## config.mk

```make
export PLATFORM = sky130hd
export DESIGN_NAME = grid_pixel_gen
export DESIGN_NICKNAME = d
export VERILOG_FILES = /design/src/rtl/vga_grid_pkg.sv /design/src/rtl/grid_blink_timer.sv /design/src/rtl/grid_pixel_gen.sv
export SDC_FILE = /design/constraint.sdc
export NUM_CORES = 1
export LEC_CHECK = 0
export BUFFER_PORTS_ARGS = -buffer_cell sky130_fd_sc_hd__buf_2
export CORE_MARGIN = 4
export CORE_UTILIZATION = 45
export DETAILED_ROUTE_END_ITERATION = 10
export PLACE_DENSITY = 0.91
export SYNTH_ARGS = -nofsm -noshare
export SYNTH_HDL_FRONTEND = slang
export SYNTH_SLANG_ARGS = --single-unit
export TNS_END_PERCENT = 20
```

## constraint.sdc

```tcl
create_clock -name clk_d -period 2.7 [get_ports clk_d]
set_clock_uncertainty 0.2 [all_clocks]
set_input_delay 0.27 -clock clk_d [delete_from_list [all_inputs] [get_ports clk_d]]
set_output_delay 0.27 -clock clk_d [all_outputs]
set_load 0.01 [all_outputs]
```

## src/rtl/vga_grid_pkg.sv

```systemverilog
// Shared definitions for the grid pixel generator: cell-state encodings, 12-bit RGB
// colour constants, active-video geometry and the cell colouring helper.
package vga_grid_pkg;

    typedef enum logic [1:0] {
        EMPTY = 2'b00,
        P1    = 2'b01,
        P2    = 2'b10,
        BOTH  = 2'b11
    } cell_state_t;

    localparam logic [11:0] BLACK  = 12'h000;
    localparam logic [11:0] WHITE  = 12'hFFF;
    localparam logic [11:0] GREEN  = 12'h0F0;
    localparam logic [11:0] RED    = 12'hF00;
    localparam logic [11:0] YELLOW = 12'hFF0;
    localparam logic [11:0] BLUE   = 12'h00F;
    localparam logic [11:0] GREY   = 12'h888;

    localparam int H_ACTIVE = 640;
    localparam int V_ACTIVE = 480;

    // Empty cells fall back to a checkerboard keyed on (row + col) parity.
    function automatic logic [11:0] cell_colour(input cell_state_t st, input logic parity_odd);
        case (st)
            P1:      return GREEN;
            P2:      return RED;
            BOTH:    return YELLOW;
            default: return parity_odd ? BLACK : WHITE;
        endcase
    endfunction

endpackage

```

## src/rtl/grid_blink_timer.sv

```systemverilog
// Cursor blink timer: one frame-start pulse per visit to the raster origin, counted
// modulo BLINK_FRAMES; blink_phase toggles on each wrap and resets to visible.
module grid_blink_timer #(
    parameter int BLINK_FRAMES = 30
) (
    input  logic       clk_d,
    input  logic       reset,
    input  logic [9:0] pixel_x,
    input  logic [9:0] pixel_y,
    output logic       blink_phase
);

    localparam int FCW = (BLINK_FRAMES > 1) ? $clog2(BLINK_FRAMES) : 1;

    logic           w_at_origin;
    logic           w_fs;
    logic           r_fs_prev;
    logic           r_blink_phase;
    logic [FCW-1:0] r_frame_cnt;

    // Dwelling at the origin for several clocks still yields a single pulse.
    assign w_at_origin = (pixel_x == 10'd0) && (pixel_y == 10'd0);
    assign w_fs        = w_at_origin && !r_fs_prev;

    always_ff @(posedge clk_d) begin
        if (reset) begin
            r_fs_prev     <= 1'b0;
            r_frame_cnt   <= '0;
            r_blink_phase <= 1'b1;
        end else begin
            r_fs_prev <= w_at_origin;
            if (w_fs) begin
                if (r_frame_cnt == FCW'(BLINK_FRAMES - 1)) begin
                    r_frame_cnt   <= '0;
                    r_blink_phase <= ~r_blink_phase;
                end else begin
                    r_frame_cnt <= r_frame_cnt + FCW'(1);
                end
            end
        end
    end

    assign blink_phase = r_blink_phase;

endmodule

```

## src/rtl/grid_pixel_gen.sv

```systemverilog
// Grid pixel generator: maps the raster onto a ROWS x COLS board, 2-cycle RGB latency.
// Optional macro GRID_LINES_EN draws grey grid lines LINE_W pixels thick.
module grid_pixel_gen
    import vga_grid_pkg::*;
#(
    parameter int COLS         = 4,
    parameter int ROWS         = 4,
    parameter int CELL_W       = 160,
    parameter int CELL_H       = 120,
    parameter int BLINK_FRAMES = 30,
    parameter int LINE_W       = 2
) (
    input  logic                                                clk_d,
    input  logic                                                reset,
    input  logic [9:0]                                          pixel_x,
    input  logic [9:0]                                          pixel_y,
    input  logic                                                video_on,
    input  logic [2*ROWS*COLS-1:0]                              board,
    input  logic [((ROWS*COLS > 1) ? $clog2(ROWS*COLS) : 1)-1:0] select_position,
    input  logic                                                cursor_en,
    output logic [3:0]                                          red,
    output logic [3:0]                                          green,
    output logic [3:0]                                          blue
);

    localparam int CELLS = ROWS * COLS;
    localparam int SELW  = (CELLS > 1) ? $clog2(CELLS) : 1;
    localparam int CW    = (COLS > 1) ? $clog2(COLS) : 1;
    localparam int RW    = (ROWS > 1) ? $clog2(ROWS) : 1;

`ifdef GRID_LINES_EN
    localparam bit LINES_ON = 1'b1;
`else
    localparam bit LINES_ON = 1'b0;
`endif

    logic w_blink_phase;

    grid_blink_timer #(
        .BLINK_FRAMES(BLINK_FRAMES)
    ) u_blink_timer (
        .clk_d      (clk_d),
        .reset      (reset),
        .pixel_x    (pixel_x),
        .pixel_y    (pixel_y),
        .blink_phase(w_blink_phase)
    );

    logic [CW-1:0] w_col;
    logic [RW-1:0] w_row;
    logic [9:0]    w_x_base;
    logic [9:0]    w_y_base;
    logic          w_in_grid;
    logic          w_edge;

    // Cell index by threshold comparison; the highest boundary passed wins.
    always_comb begin
        w_col    = '0;
        w_x_base = '0;
        for (int k = 1; k < COLS; k++) begin
            if (32'(pixel_x) >= 32'(k * CELL_W)) begin
                w_col    = CW'(k);
                w_x_base = 10'(k * CELL_W);
            end
        end
        w_row    = '0;
        w_y_base = '0;
        for (int k = 1; k < ROWS; k++) begin
            if (32'(pixel_y) >= 32'(k * CELL_H)) begin
                w_row    = RW'(k);
                w_y_base = 10'(k * CELL_H);
            end
        end
    end

    assign w_in_grid = (32'(pixel_x) < 32'(COLS * CELL_W)) && (32'(pixel_y) < 32'(ROWS * CELL_H));
    assign w_edge    = (32'(pixel_x) >= 32'(COLS * CELL_W - LINE_W)) ||
                       (32'(pixel_y) >= 32'(ROWS * CELL_H - LINE_W));

    logic [CW-1:0] r_col;
    logic [RW-1:0] r_row;
    logic [9:0]    r_x_off;
    logic [9:0]    r_y_off;
    logic          r_in_grid;
    logic          r_edge;
    logic          r_video_on;

    always_ff @(posedge clk_d) begin
        if (reset) begin
            r_col      <= '0;
            r_row      <= '0;
            r_x_off    <= '0;
            r_y_off    <= '0;
            r_in_grid  <= 1'b0;
            r_edge     <= 1'b0;
            r_video_on <= 1'b0;
        end else begin
            r_col      <= w_col;
            r_row      <= w_row;
            r_x_off    <= pixel_x - w_x_base;
            r_y_off    <= pixel_y - w_y_base;
            r_in_grid  <= w_in_grid;
            r_edge     <= w_edge;
            r_video_on <= video_on;
        end
    end

    logic [1:0] w_cell [CELLS];

    for (genvar gi = 0; gi < CELLS; gi++) begin : g_cell
        assign w_cell[gi] = board[2*gi+1 : 2*gi];
    end

    logic [SELW-1:0] w_idx;
    cell_state_t     w_state;
    logic            w_on_line;
    logic [11:0]     w_rgb_next;
    logic [11:0]     r_rgb;

    // Board and cursor position are sampled live here, one cycle after the pixel.
    always_comb begin
        w_idx   = SELW'(int'(r_row) * COLS + int'(r_col));
        w_state = cell_state_t'(w_cell[0]);
        for (int k = 1; k < CELLS; k++) begin
            if (w_idx == SELW'(k)) begin
                w_state = cell_state_t'(w_cell[k]);
            end
        end
        w_on_line = (r_x_off < 10'(LINE_W)) || (r_y_off < 10'(LINE_W)) || r_edge;

        w_rgb_next = BLACK;
        if (!r_video_on || !r_in_grid) begin
            w_rgb_next = BLACK;
        end else if (LINES_ON && w_on_line) begin
            w_rgb_next = GREY;
        end else if (cursor_en && w_blink_phase && (w_idx == select_position)) begin
            w_rgb_next = BLUE;
        end else begin
            w_rgb_next = cell_colour(w_state, r_row[0] ^ r_col[0]);
        end
    end

    always_ff @(posedge clk_d) begin
        if (reset) begin
            r_rgb <= BLACK;
        end else begin
            r_rgb <= w_rgb_next;
        end
    end

    assign red   = r_rgb[11:8];
    assign green = r_rgb[7:4];
    assign blue  = r_rgb[3:0];

endmodule
```

==> out/results.md, run 1 <==
| Result | Value |
|---|---|
| Number of instances on the worst hold path | 2 |
| Clk buf depth | 2 |
| Crit-path max cell delay | 660 ps |
| Clock transition at the registers of the reported paths | 90 ps |
| Clock buffer count from CTS | 3 |
| Cell type with the highest aggregate area in the netlist | sky130_fd_sc_hd__dfxtp_1 |
| Final instance area | 1688 µm² |
| Switching portion of total power | 28.78% |
| Final critical-path share of the clock period | 85.64% |
| Synth area leaders | sky130_fd_sc_hd__dfxtp_1, sky130_fd_sc_hd__buf_4, sky130_fd_sc_hd__xor2_1 |
| Final number of hold-violating endpoints | 0 |
| Synth warn | 0 |
| Wire length of the first global-routing pass | 5747 µm |
| Worst-path maximum fanout | 17 |
| Number of fillers in the final layout | 257 |
| # setup viols final | 0 |
| Count of unique library cells instantiated by Yosys | 51 |
| Number of top-level pins | 72 |
| Required @ worst endpoint | 2680 ps |
| Number of gates resized after cts | 0 |
| Post-Synthesis Cells | 168 |
| Peak supply drop | 0.1987 mV |
| Site Rows | 19 |
| Max-Cap Viols | 0 |
| Antenna Nets Post-Route | 0 |
| Antenna violations before repair | 0 |
| Source of the worst register-to-register timing path | r_row[0] |
| Setup tns final | 0 ps |
| Combinational share of power | 30.4% |
| Number of enable-type register cells in the synthesized netlist | 0 |
| H-tree depth reported by CTS | 1 |
| Remaining Overflow, GRT | 0 |
| Power per cell area | 348.3 nW/µm² |
| Number of synthesized register bits | 16 |
| Number of search-and-repair iterations in the first detailed-routing pass | 4 |
| Final Max Tran Viols | 0 |
| Clk sink count | 16 |
| Post-CTS setup-driven buffer insertion count | 0 |
| Worst min-delay path category | primary input to register |
| Share of flip-flops with an asynchronous set or reset after synthesis | 0% |
| Number of global-route vias before repair | 1355 |
| Drt total wl | 3330 µm |
| Length in cells of the worst reg-to-reg path | 7 |
| Final routed wire length divided by cell count | 12.86 µm |
| Internal power of the cells | 418.7 µW |
| Synthesis-to-layout area growth | 24.68% |
| Sequential group share of total power | 43.5% |
| Switching component of the power | 169.2 µW |
| Violation count after the first detailed-route iteration | 115 |
| Clk Tree Root Cell | sky130_fd_sc_hd__clkbuf_4 |
| Final nets | 291 |
| Clock latency of the later-clocked register in the worst-skew pair | 280 ps |
| Sequential element share of the synthesized area | 23.66% |
| Source of the worst hold timing path | video_on |
| Crit path launch type | register |
| Cell Chain, Critical Path | buf_4, nand2b_1, o21ai_0, a211oi_1, a22o_1, nor2_1, o31a_1 |
| Clock tree from TritonCTS | built |
| Signal arrival time at the worst endpoint | 2300 ps |
| Setup Crit Path Kind | register to register |
| Cts-stage hold buffer count | 0 |
| Peak clock frequency supported by timing | 432.4 MHz |
| Port bufs | 71 |
| Leakage | 0.7824 nW |
| Routability cong. | 0.8675 |
| Remaining design rule violation count | 0 |
| RSZ-0062 raised after global routing | no |
| Number of vias in the routed layout | 1414 |
| Die footprint | 3950 µm² |
| Proportion of layout cells with a drive suffix above 1 | 37.28% |
| Main flop type after synthesis | sky130_fd_sc_hd__dfxtp_1 |
| HPWL Detailed | 2700 µm |
| Die outline width | 62.85 µm |
| Yosys top cell area share | 23.66% |
| Number of inserted diodes | 0 |
| Library cell contributing the largest single delay on the critical path | sky130_fd_sc_hd__dfxtp_1 |
| Starting density of the core | 48.26% |
| Maximum number of pins on one net before global-route repair | 22 |
| Number of nets in the synthesized netlist | 230 |
| Time the worst path needs with I/O delays and setup | 2312 ps |
| Endpoint of the worst-slack reg-to-reg timing path | r_rgb[10] |
| Status | finished clean |
| Post-Syn Area | 1354 µm² |
| Die Span Y | 62.85 µm |
| Worst hold endpoint | r_video_on |
| Vias per cell | 5.459 |
| Average instance area after synthesis | 8.058 µm² |
| GRT Total Usage | 17.24% |
| Worst Setup End Kind | register |
| Slew HR | 63.40% |
| Core box area | 2805 µm² |
| Transition time of the tightest slew-check pin | 548.2 ps |
| Clock power share | 26.2% |
| Total placed instance area | 1652 µm² |
| Reg2Reg Setup Slack | 390 ps |
-- cell type report --
cell class / count / area (µm²) / area share [%]
tap: 31 / 38.79 / 2.298
clock buffer: 4 / 36.28 / 2.150
sequential: 16 / 320.3 / 18.98
timing repair buffer: 75 / 385.4 / 22.83
multi-input combinational: 127 / 884.6 / 52.41
inverter: 6 / 22.52 / 1.334
-- Yosys cell counts (4+ instances only) --
master	number
sky130_fd_sc_hd__buf_4	11
sky130_fd_sc_hd__buf_2	5
sky130_fd_sc_hd__a21oi_1	10
sky130_fd_sc_hd__nand2_1	6
sky130_fd_sc_hd__xor2_1	7
sky130_fd_sc_hd__nand4_1	4
sky130_fd_sc_hd__nor4_1	5
sky130_fd_sc_hd__o21ai_0	7
sky130_fd_sc_hd__nor2_1	13
sky130_fd_sc_hd__mux2i_1	5
sky130_fd_sc_hd__nor2b_1	5
sky130_fd_sc_hd__dfxtp_1	16
sky130_fd_sc_hd__nand2b_1	9
sky130_fd_sc_hd__inv_1	6
-- per-stage QoR --
step,utilization (%),instances,total power [mW],worst slack (ps),hold WS (ps)
after floorplan,-,168,0.3710,605.3,188.7
after global placement,58.88,255,0.4329,491.5,274.6
after detailed placement,58.88,255,0.4379,422.1,277.5
after CTS,60.17,259,0.5945,414.2,4.132
after global routing,60.17,259,0.6298,206.1,30.53
final,60.17,259,0.5879,387.6,11.41
-- worst max path at each step --
stage / start / endpoint / slack, ps / cells after the start
CTS: r_row[0] / r_rgb[10] / 410 / 7
global placement: r_col[0] / r_rgb[2] / 490 / 7
detailed placement: r_row[0] / r_rgb[10] / 420 / 7
global route: r_row[0] / r_rgb[10] / 210 / 7
floorplan: r_col[0] / r_rgb[2] / 610 / 6
finish: r_row[0] / r_rgb[10] / 390 / 7
-- sequential cells by signal, indices dropped and copies added (netlist names) --
register / flops
u_blink_timer.r_frame_cnt: 5
r_rgb: 3
r_col: 2
r_row: 2
r_in_grid: 1
r_video_on: 1
u_blink_timer.blink_phase: 1
u_blink_timer.r_fs_prev: 1
-- layout by cell type, fill, tap and decap left out, drive strengths merged, types with 4 or more instances in the layout --
cell / count
inv: 6
buf: 75
nor2: 13
mux2i: 5
clkbuf: 4
nand4: 4
nand2: 6
xor2: 7
a21oi: 10
nor2b: 5
o21ai: 7
dfxtp: 16
nand2b: 9
nor4: 5
-- power groups by stage --
stage	Clock [mW]	Combinational [mW]	Sequential [mW]
after floorplan	0	0.119	0.252
after CTS	0.161	0.178	0.255
after global placement	0	0.173	0.260
after global routing	0.173	0.199	0.257
final	0.154	0.178	0.256
after detailed placement	0	0.177	0.261
-- layer usage --
layer | up-vias | global-route usage [%] | wire length, µm
met5 | - | 0 | 0
li1 | 725 | - | -
met3 | 0 | 2.518 | 287
met1 | 619 | 20.98 | 1343
met4 | 0 | 5.785 | 0
met2 | 70 | 30.76 | 1698
-- critical path: cells and delay by family, from the launching register on --
family	cells	cell delay (ps)
AOI/OAI and AO/OA	4	860
buffers and inverters	1	270
DFF	1	660
and+or+nand+nor	2	230
-- cells by family after synthesis --
logic type,count (synthesis),synth area share [%]
simple gates,63,26.71
compound gates,42,21.44
flops,16,23.66
fa+ha+maj,3,2.588
buf+inv,25,11.00
mux,9,8.133
xor+xnor,10,6.470
Power figures use the tool's default switching activity.
==> run 2, diff against run 1 <==
Settings changed: PLACE_DENSITY 0.91 to 0.8.
==> out/results.md, run 2 (synthesis results as in run 1) <==
| Result | Value | Delta |
|---|---|---|
| Number of search-and-repair iterations in the first detailed-routing pass | 6 | was 4 |
| Final critical-path share of the clock period | 84.81% | was 85.64% |
| Final number of hold-violating endpoints | 0 | unchanged |
| Clock buffer count from CTS | 3 | unchanged |
| Die footprint | 3950 µm² | unchanged |
| Total design power | 595.1 µW | was 587.9 µW |
| Starting density of the core | 48.26% | unchanged |
| Die Span Y | 62.85 µm | unchanged |
| Number of vias in the routed layout | 1436 | was 1414 |
| Port bufs | 71 | unchanged |
| Remaining Overflow, GRT | 0 | unchanged |
| Peak supply drop | 0.2927 mV | was 0.1987 mV |
| Violation count after the first detailed-route iteration | 61 | was 115 |
| Number of gates resized after cts | 0 | unchanged |
| # setup viols final | 0 | unchanged |
| Sequential cell area | 320.3 µm² | unchanged |
| H-tree depth reported by CTS | 1 | unchanged |
| Synthesis-to-layout area growth | 25.97% | was 24.68% |
| GRT Total Usage | 16.87% | was 17.24% |
| Leading cell types in the layout, fill and taps excluded | sky130_fd_sc_hd__buf_2, sky130_fd_sc_hd__dfxtp_1, sky130_fd_sc_hd__nor2_1 | unchanged |
| Slew HR | 63.41% | was 63.40% |
| Time the worst path needs with I/O delays and setup | 2290 ps | was 2312 ps |
| Status | finished clean | unchanged |
| Power per cell area | 349.0 nW/µm² | was 348.3 nW/µm² |
| Worst-path maximum fanout | 21 | was 17 |
| Final instance area | 1705 µm² | was 1688 µm² |
| Leading cell type in the layout, fill and taps excluded | sky130_fd_sc_hd__buf_2 | unchanged |
| Number of inserted diodes | 0 | unchanged |
| Clk sink count | 16 | unchanged |
| Die outline width | 62.85 µm | unchanged |
| Post-CTS setup-driven buffer insertion count | 0 | unchanged |
| Worst Setup End Kind | register | unchanged |
| Footprint of the multi-input gates | 884.6 µm² | unchanged |
| Number of fillers in the final layout | 279 | was 257 |
| Clk Tree Root Cell | sky130_fd_sc_hd__clkbuf_4 | unchanged |
| Site Rows | 19 | unchanged |
| Number of top-level pins | 72 | unchanged |
| Source of the worst register-to-register timing path | r_col[0] | was r_row[0] |
| Maximum number of pins on one net before global-route repair | 22 | unchanged |
| Final Max Tran Viols | 0 | unchanged |
| Number of global-route vias before repair | 1313 | was 1355 |
| Top reg by flops | u_blink_timer.r_frame_cnt | unchanged |
| Peak clock frequency supported by timing | 436.7 MHz | was 432.4 MHz |
| Max FFs per register | 5 | unchanged |
| Clk buf depth | 2 | unchanged |
| Antenna Nets Post-Route | 0 | unchanged |
| Proportion of layout cells with a drive suffix above 1 | 37.39% | was 37.28% |
| Library cell contributing the largest single delay on the critical path | sky130_fd_sc_hd__or4_1 | was sky130_fd_sc_hd__dfxtp_1 |
| Cell Chain, Critical Path | buf_4, mux2_4, o32ai_2, a211oi_1, a22o_1, or4_1, a21oi_1 | was buf_4, nand2b_1, o21ai_0, a211oi_1, a22o_1, nor2_1, o31a_1 |
| Transition time of the tightest slew-check pin | 548.1 ps | was 548.2 ps |
| Core box area | 2805 µm² | unchanged |
| Setup Crit Path Kind | register to register | unchanged |
| Wire length of the first global-routing pass | 5520 µm | was 5747 µm |
| HPWL Detailed | 2775 µm | was 2700 µm |
| Setup tns final | 0 ps | unchanged |
| Routability cong. | 0.7975 | was 0.8675 |
| Required @ worst endpoint | 2730 ps | was 2680 ps |
| RSZ-0062 raised after global routing | no | unchanged |
| Clock tree from TritonCTS | built | unchanged |
| Antenna violations before repair | 0 | unchanged |
| Signal arrival time at the worst endpoint | 2320 ps | was 2300 ps |
| Worst min-delay path category | primary input to register | unchanged |
| Leakage | 0.7920 nW | was 0.7824 nW |
| Drt total wl | 3367 µm | was 3330 µm |
| Vias per cell | 5.502 | was 5.459 |
| Clock transition at the registers of the reported paths | 90 ps | about the same |
| Critical path origin | r_col[0] | was r_row[0] |
| Final nets | 293 | was 291 |
| Max-Cap Viols | 0 | unchanged |
| Final routed wire length divided by cell count | 12.90 µm | was 12.86 µm |
| Clock latency of the later-clocked register in the worst-skew pair | 290 ps | was 280 ps |
| Crit path launch type | register | unchanged |
| Endpoint of the worst-slack reg-to-reg timing path | r_rgb[2] | was r_rgb[10] |
| Crit-path max cell delay | 400 ps | was 660 ps |
| Total placed instance area | 1659 µm² | was 1652 µm² |
| Biggest regs | u_blink_timer.r_frame_cnt: 5 flops, r_rgb: 3 flops | unchanged |
| Remaining design rule violation count | 0 | unchanged |
| Length in cells of the worst reg-to-reg path | 7 | unchanged |
| Last element of the critical path | r_rgb[2] | was r_rgb[10] |
| Reg2Reg Setup Slack | 410 ps | was 390 ps |
run 2: changes by cell type in the layout (fill, tap and decap cells not counted):
cell,change
sky130_fd_sc_hd__buf_4,+1
sky130_fd_sc_hd__dlygate4sd3_1,+1
run 2: worst max-delay path, delay by kind of cell, from the launching register on:
kind | cells | cell delay [ps]
DFF | 1 | 370
AOI/OAI and AO/OA | 4 | 660
muxes | 1 | 330
buffers and inverters | 1 | 270
and+or+nand+nor | 1 | 400
run 2: worst min path at each step:
stage / from / endpoint / slack (ps) / cells past startpoint
global route: pixel_y[5] / r_in_grid / 20 / 2
floorplan: pixel_y[5] / r_in_grid / 190 / 1
finish: pixel_y[5] / r_in_grid / 40 / 2
global placement: r_video_on / r_rgb[2] / 260 / 2
CTS: video_on / r_video_on / 4 / 2
detailed placement: r_video_on / r_rgb[2] / 260 / 2
run 2: timing repair:
item | in CTS | in global routing
hold buffers | 0 | 1
endpoints found under the setup margin | 0 | 0
hold endpoints to repair | 0 | 1
run 2: per-stage QoR:
step                      hold WS [ps]  cells  utilization [%]  setup WS [ps]
after floorplan                  188.7    168                -          605.3
after global placement           261.2    256            59.14          469.7
after detailed placement         264.5    256            59.14          415.1
after CTS                        3.807    260            60.44          387.7
after global routing             21.47    261            60.79          270.4
final                            40.18    261            60.79          410.1
run 2: final cells by class:
cell class,count,area share [%]
inverters,6,1.321
flip-flops and latches,16,18.78
clock buffers,4,2.128
multi-input cells,127,51.87
repair buffers,77,23.62
well taps,31,2.274
run 2: where the power goes:
group	total [mW]	internal, mW	switching (mW)
logic	0.180	0.0955	0.0849
registers	0.255	0.242	0.0131
clock network	0.160	0.0822	0.0773
run 2: routing by layer:
layer / up-vias / global-route usage (%) / share of wire, %
met1: 641 / 21.00 / 45
met4: 0 / 2.479 / 0.45
li1: 733 / - / -
met3: 2 / 5.755 / 8.3
met2: 60 / 28.63 / 46
met5: - / 0 / 0
==> run 3, diff against run 2 <==
Settings changed: CORE_UTILIZATION 45 to 41, PLACE_DENSITY 0.8 to 0.77.
Clock period 2.7 ns to 2.05 ns, I/O delays scaled along.
==> out/results.md, run 3 (synthesis results as in run 1) <==
| Result | Value | Delta |
|---|---|---|
| Max FFs per register | 5 | unchanged |
| Number of inserted diodes | 0 | unchanged |
| Number of fillers in the final layout | 285 | was 279 |
| Clock tree from TritonCTS | built | unchanged |
| Peak clock frequency supported by timing | 480.3 MHz | was 436.7 MHz |
| Remaining Overflow, GRT | 0 | unchanged |
| Status | finished, violations left | was finished clean |
| Synthesis-to-layout area growth | 42.61% | was 25.97% |
| Power per cell area | 429.7 nW/µm² | was 349.0 nW/µm² |
| Source of the worst register-to-register timing path | r_col[0] | unchanged |
| Signal arrival time at the worst endpoint | 2110 ps | was 2320 ps |
| Worst Setup End Kind | register | unchanged |
| Die footprint | 4285 µm² | was 3950 µm² |
| Setup tns final | -32.21 ps | was 0 ps |
| Final number of hold-violating endpoints | 0 | unchanged |
| Wire length of the first global-routing pass | 5637 µm | was 5520 µm |
| Worst-path maximum fanout | 7 | was 21 |
| Combinational share of power | 35.6% | was 30.3% |
| Core box area | 3103 µm² | was 2805 µm² |
| Transition time of the tightest slew-check pin | 344.9 ps | was 548.1 ps |
| Leakage | 0.8826 nW | was 0.7920 nW |
| Final routed wire length divided by cell count | 11.80 µm | was 12.90 µm |
| PnR worst setup slack | -32.21 ps | was 410.1 ps |
| Length in cells of the worst reg-to-reg path | 7 | unchanged |
| Final critical-path share of the clock period | 101.6% | was 84.81% |
| Footprint of the multi-input gates | 918.4 µm² | was 884.6 µm² |
| Port bufs | 71 | unchanged |
| Antenna violations before repair | 0 | unchanged |
| Switching component of the power | 235.8 µW | was 175.3 µW |
| Setup Crit Path Kind | register to register | unchanged |
| Remaining design rule violation count | 0 | unchanged |
| Worst min-delay path category | primary input to register | unchanged |
| Die Span Y | 65.46 µm | was 62.85 µm |
| Final instance area | 1931 µm² | was 1705 µm² |
| Drt total wl | 3423 µm | was 3367 µm |
| Endpoint of the worst-slack reg-to-reg timing path | r_rgb[2] | unchanged |
| Sequential cell area | 325.3 µm² | was 320.3 µm² |
| Site Rows | 20 | was 19 |
| Internal power of the cells | 593.9 µW | was 419.8 µW |
| Post-route non-filler standard cell count | 290 | was 261 |
| Time the worst path needs with I/O delays and setup | 2082 ps | was 2290 ps |
| Clk sink count | 16 | unchanged |
| HPWL Detailed | 2727 µm | was 2775 µm |
| GRT Total Usage | 16.31% | was 16.87% |
| Top reg by flops | u_blink_timer.r_frame_cnt | unchanged |
| Hold Worst Slack | 17.97 ps | was 40.18 ps |
| Reg2Reg Setup Slack | -30 ps | was 410 ps |
| Clk buf depth | 2 | unchanged |
| Antenna Nets Post-Route | 0 | unchanged |
| Clock buffer count from CTS | 3 | unchanged |
| Clock latency of the later-clocked register in the worst-skew pair | 280 ps | was 290 ps |
| Total design power | 829.7 µW | was 595.1 µW |
| Violation count after the first detailed-route iteration | 55 | was 61 |
| Slew HR | 76.80% | was 63.41% |
| Final nets | 309 | was 293 |
| RSZ-0062 raised after global routing | yes | was no |
| Clock transition at the registers of the reported paths | 90 ps | about the same |
| H-tree depth reported by CTS | 1 | unchanged |
| Number of top-level pins | 72 | unchanged |
| Starting density of the core | 43.63% | was 48.26% |
| Vias per cell | 5.072 | was 5.502 |
| # setup viols final | 1 | was 0 |
| Max-Cap Viols | 0 | unchanged |
| Biggest regs | u_blink_timer.r_frame_cnt: 5 flops, r_rgb: 3 flops | unchanged |
| Die outline width | 65.46 µm | was 62.85 µm |
| Leading cell type in the layout, fill and taps excluded | sky130_fd_sc_hd__buf_2 | unchanged |
| Switching portion of total power | 28.42% | was 29.46% |
| Final Max Tran Viols | 0 | unchanged |
| Clk Tree Root Cell | sky130_fd_sc_hd__clkbuf_4 | unchanged |
| Peak supply drop | 0.3725 mV | was 0.2927 mV |
| Number of vias in the routed layout | 1471 | was 1436 |
| Worst hold endpoint | r_row[0] | was r_in_grid |
| Number of instances on the worst hold path | 3 | was 2 |
| Routability cong. | 0.8066 | was 0.7975 |
| Sequential group share of total power | 39.6% | was 42.9% |
| Source of the worst hold timing path | pixel_y[7] | was pixel_y[5] |
| Maximum number of pins on one net before global-route repair | 26 | was 22 |
| Clock power share | 24.8% | was 26.8% |
| Violations in the final reports | setup timing |  |
| DP Cell Count | 278 | was 256 |
| Proportion of layout cells with a drive suffix above 1 | 41.06% | was 37.39% |
| Total placed instance area | 1769 µm² | was 1659 µm² |
| Required @ worst endpoint | 2080 ps | was 2730 ps |
| Crit path launch type | register | unchanged |
| Number of global-route vias before repair | 1373 | was 1313 |
| Number of search-and-repair iterations in the first detailed-routing pass | 4 | was 6 |
| Leading cell types in the layout, fill and taps excluded | sky130_fd_sc_hd__buf_2, sky130_fd_sc_hd__dfxtp_1, sky130_fd_sc_hd__nor2_1 | unchanged |
-- run 3: per-stage QoR --
step | util [%] | setup slack [ps]
final | 62.22 | -32.21
after global routing | 62.22 | -116.9
after CTS | 61.21 | -19.36
after detailed placement | 57.02 | -55.85
after global placement | 57.02 | -35.33
after floorplan | - | 1.078
-- run 3: layout make-up --
class | count | area share [%]
clock buffers | 4 | 1.879
inverters | 6 | 1.167
well taps | 44 | 2.852
repair buffers | 93 | 29.68
flip-flops and latches | 16 | 16.85
multi-input cells | 127 | 47.57
-- run 3: power groups by stage --
| stage | sequential (mW) | combinational (mW) | clock, mW |
|---|---|---|---|
| finish | 0.329 | 0.295 | 0.206 |
| global route | 0.330 | 0.327 | 0.229 |
| CTS | 0.329 | 0.290 | 0.212 |
| detailed placement | 0.336 | 0.274 | 0 |
| global placement | 0.336 | 0.270 | 0 |
| floorplan | 0.333 | 0.156 | 0 |
-- run 3: how the worst max path moves through the flow --
stage               endpoint      from  cells after the start
floorplan           r_rgb[2]  r_col[0]                      6
global placement    r_rgb[2]  r_col[0]                      7
detailed placement  r_rgb[2]  r_col[0]                      7
CTS                 r_rgb[2]  r_col[0]                      7
global route        r_rgb[2]  r_col[0]                      8
finish              r_rgb[2]  r_col[0]                      7
-- run 3: routing by layer --
metal,GRT usage [%],share of wire (%),vias to the layer above
met4,3.109,1.0,0
met5,0,0,-
met1,20.42,43,647
li1,-,-,765
met3,4.103,7.4,6
met2,28.32,48,53
-- run 3: worst max-delay path, stage by stage (launching register included) --
cell                       delay (ps)
sky130_fd_sc_hd__dfxtp_4          380
sky130_fd_sc_hd__buf_6            120
sky130_fd_sc_hd__mux2_4           300
sky130_fd_sc_hd__o32ai_2          190
sky130_fd_sc_hd__a211oi_1          70
sky130_fd_sc_hd__a22o_1           250
sky130_fd_sc_hd__or4_1            400
sky130_fd_sc_hd__a21oi_1          120
-- run 3: repair_timing --
action / in CTS / in global routing
setup buffers: 0 / 0
endpoints found under the hold margin: 6 / 0
pin swaps: 3 / 5
resized for setup: 3 / 7
cloned: 0 / 0
hold buffers: 8 / 0
endpoints found under the setup margin: 2 / 9
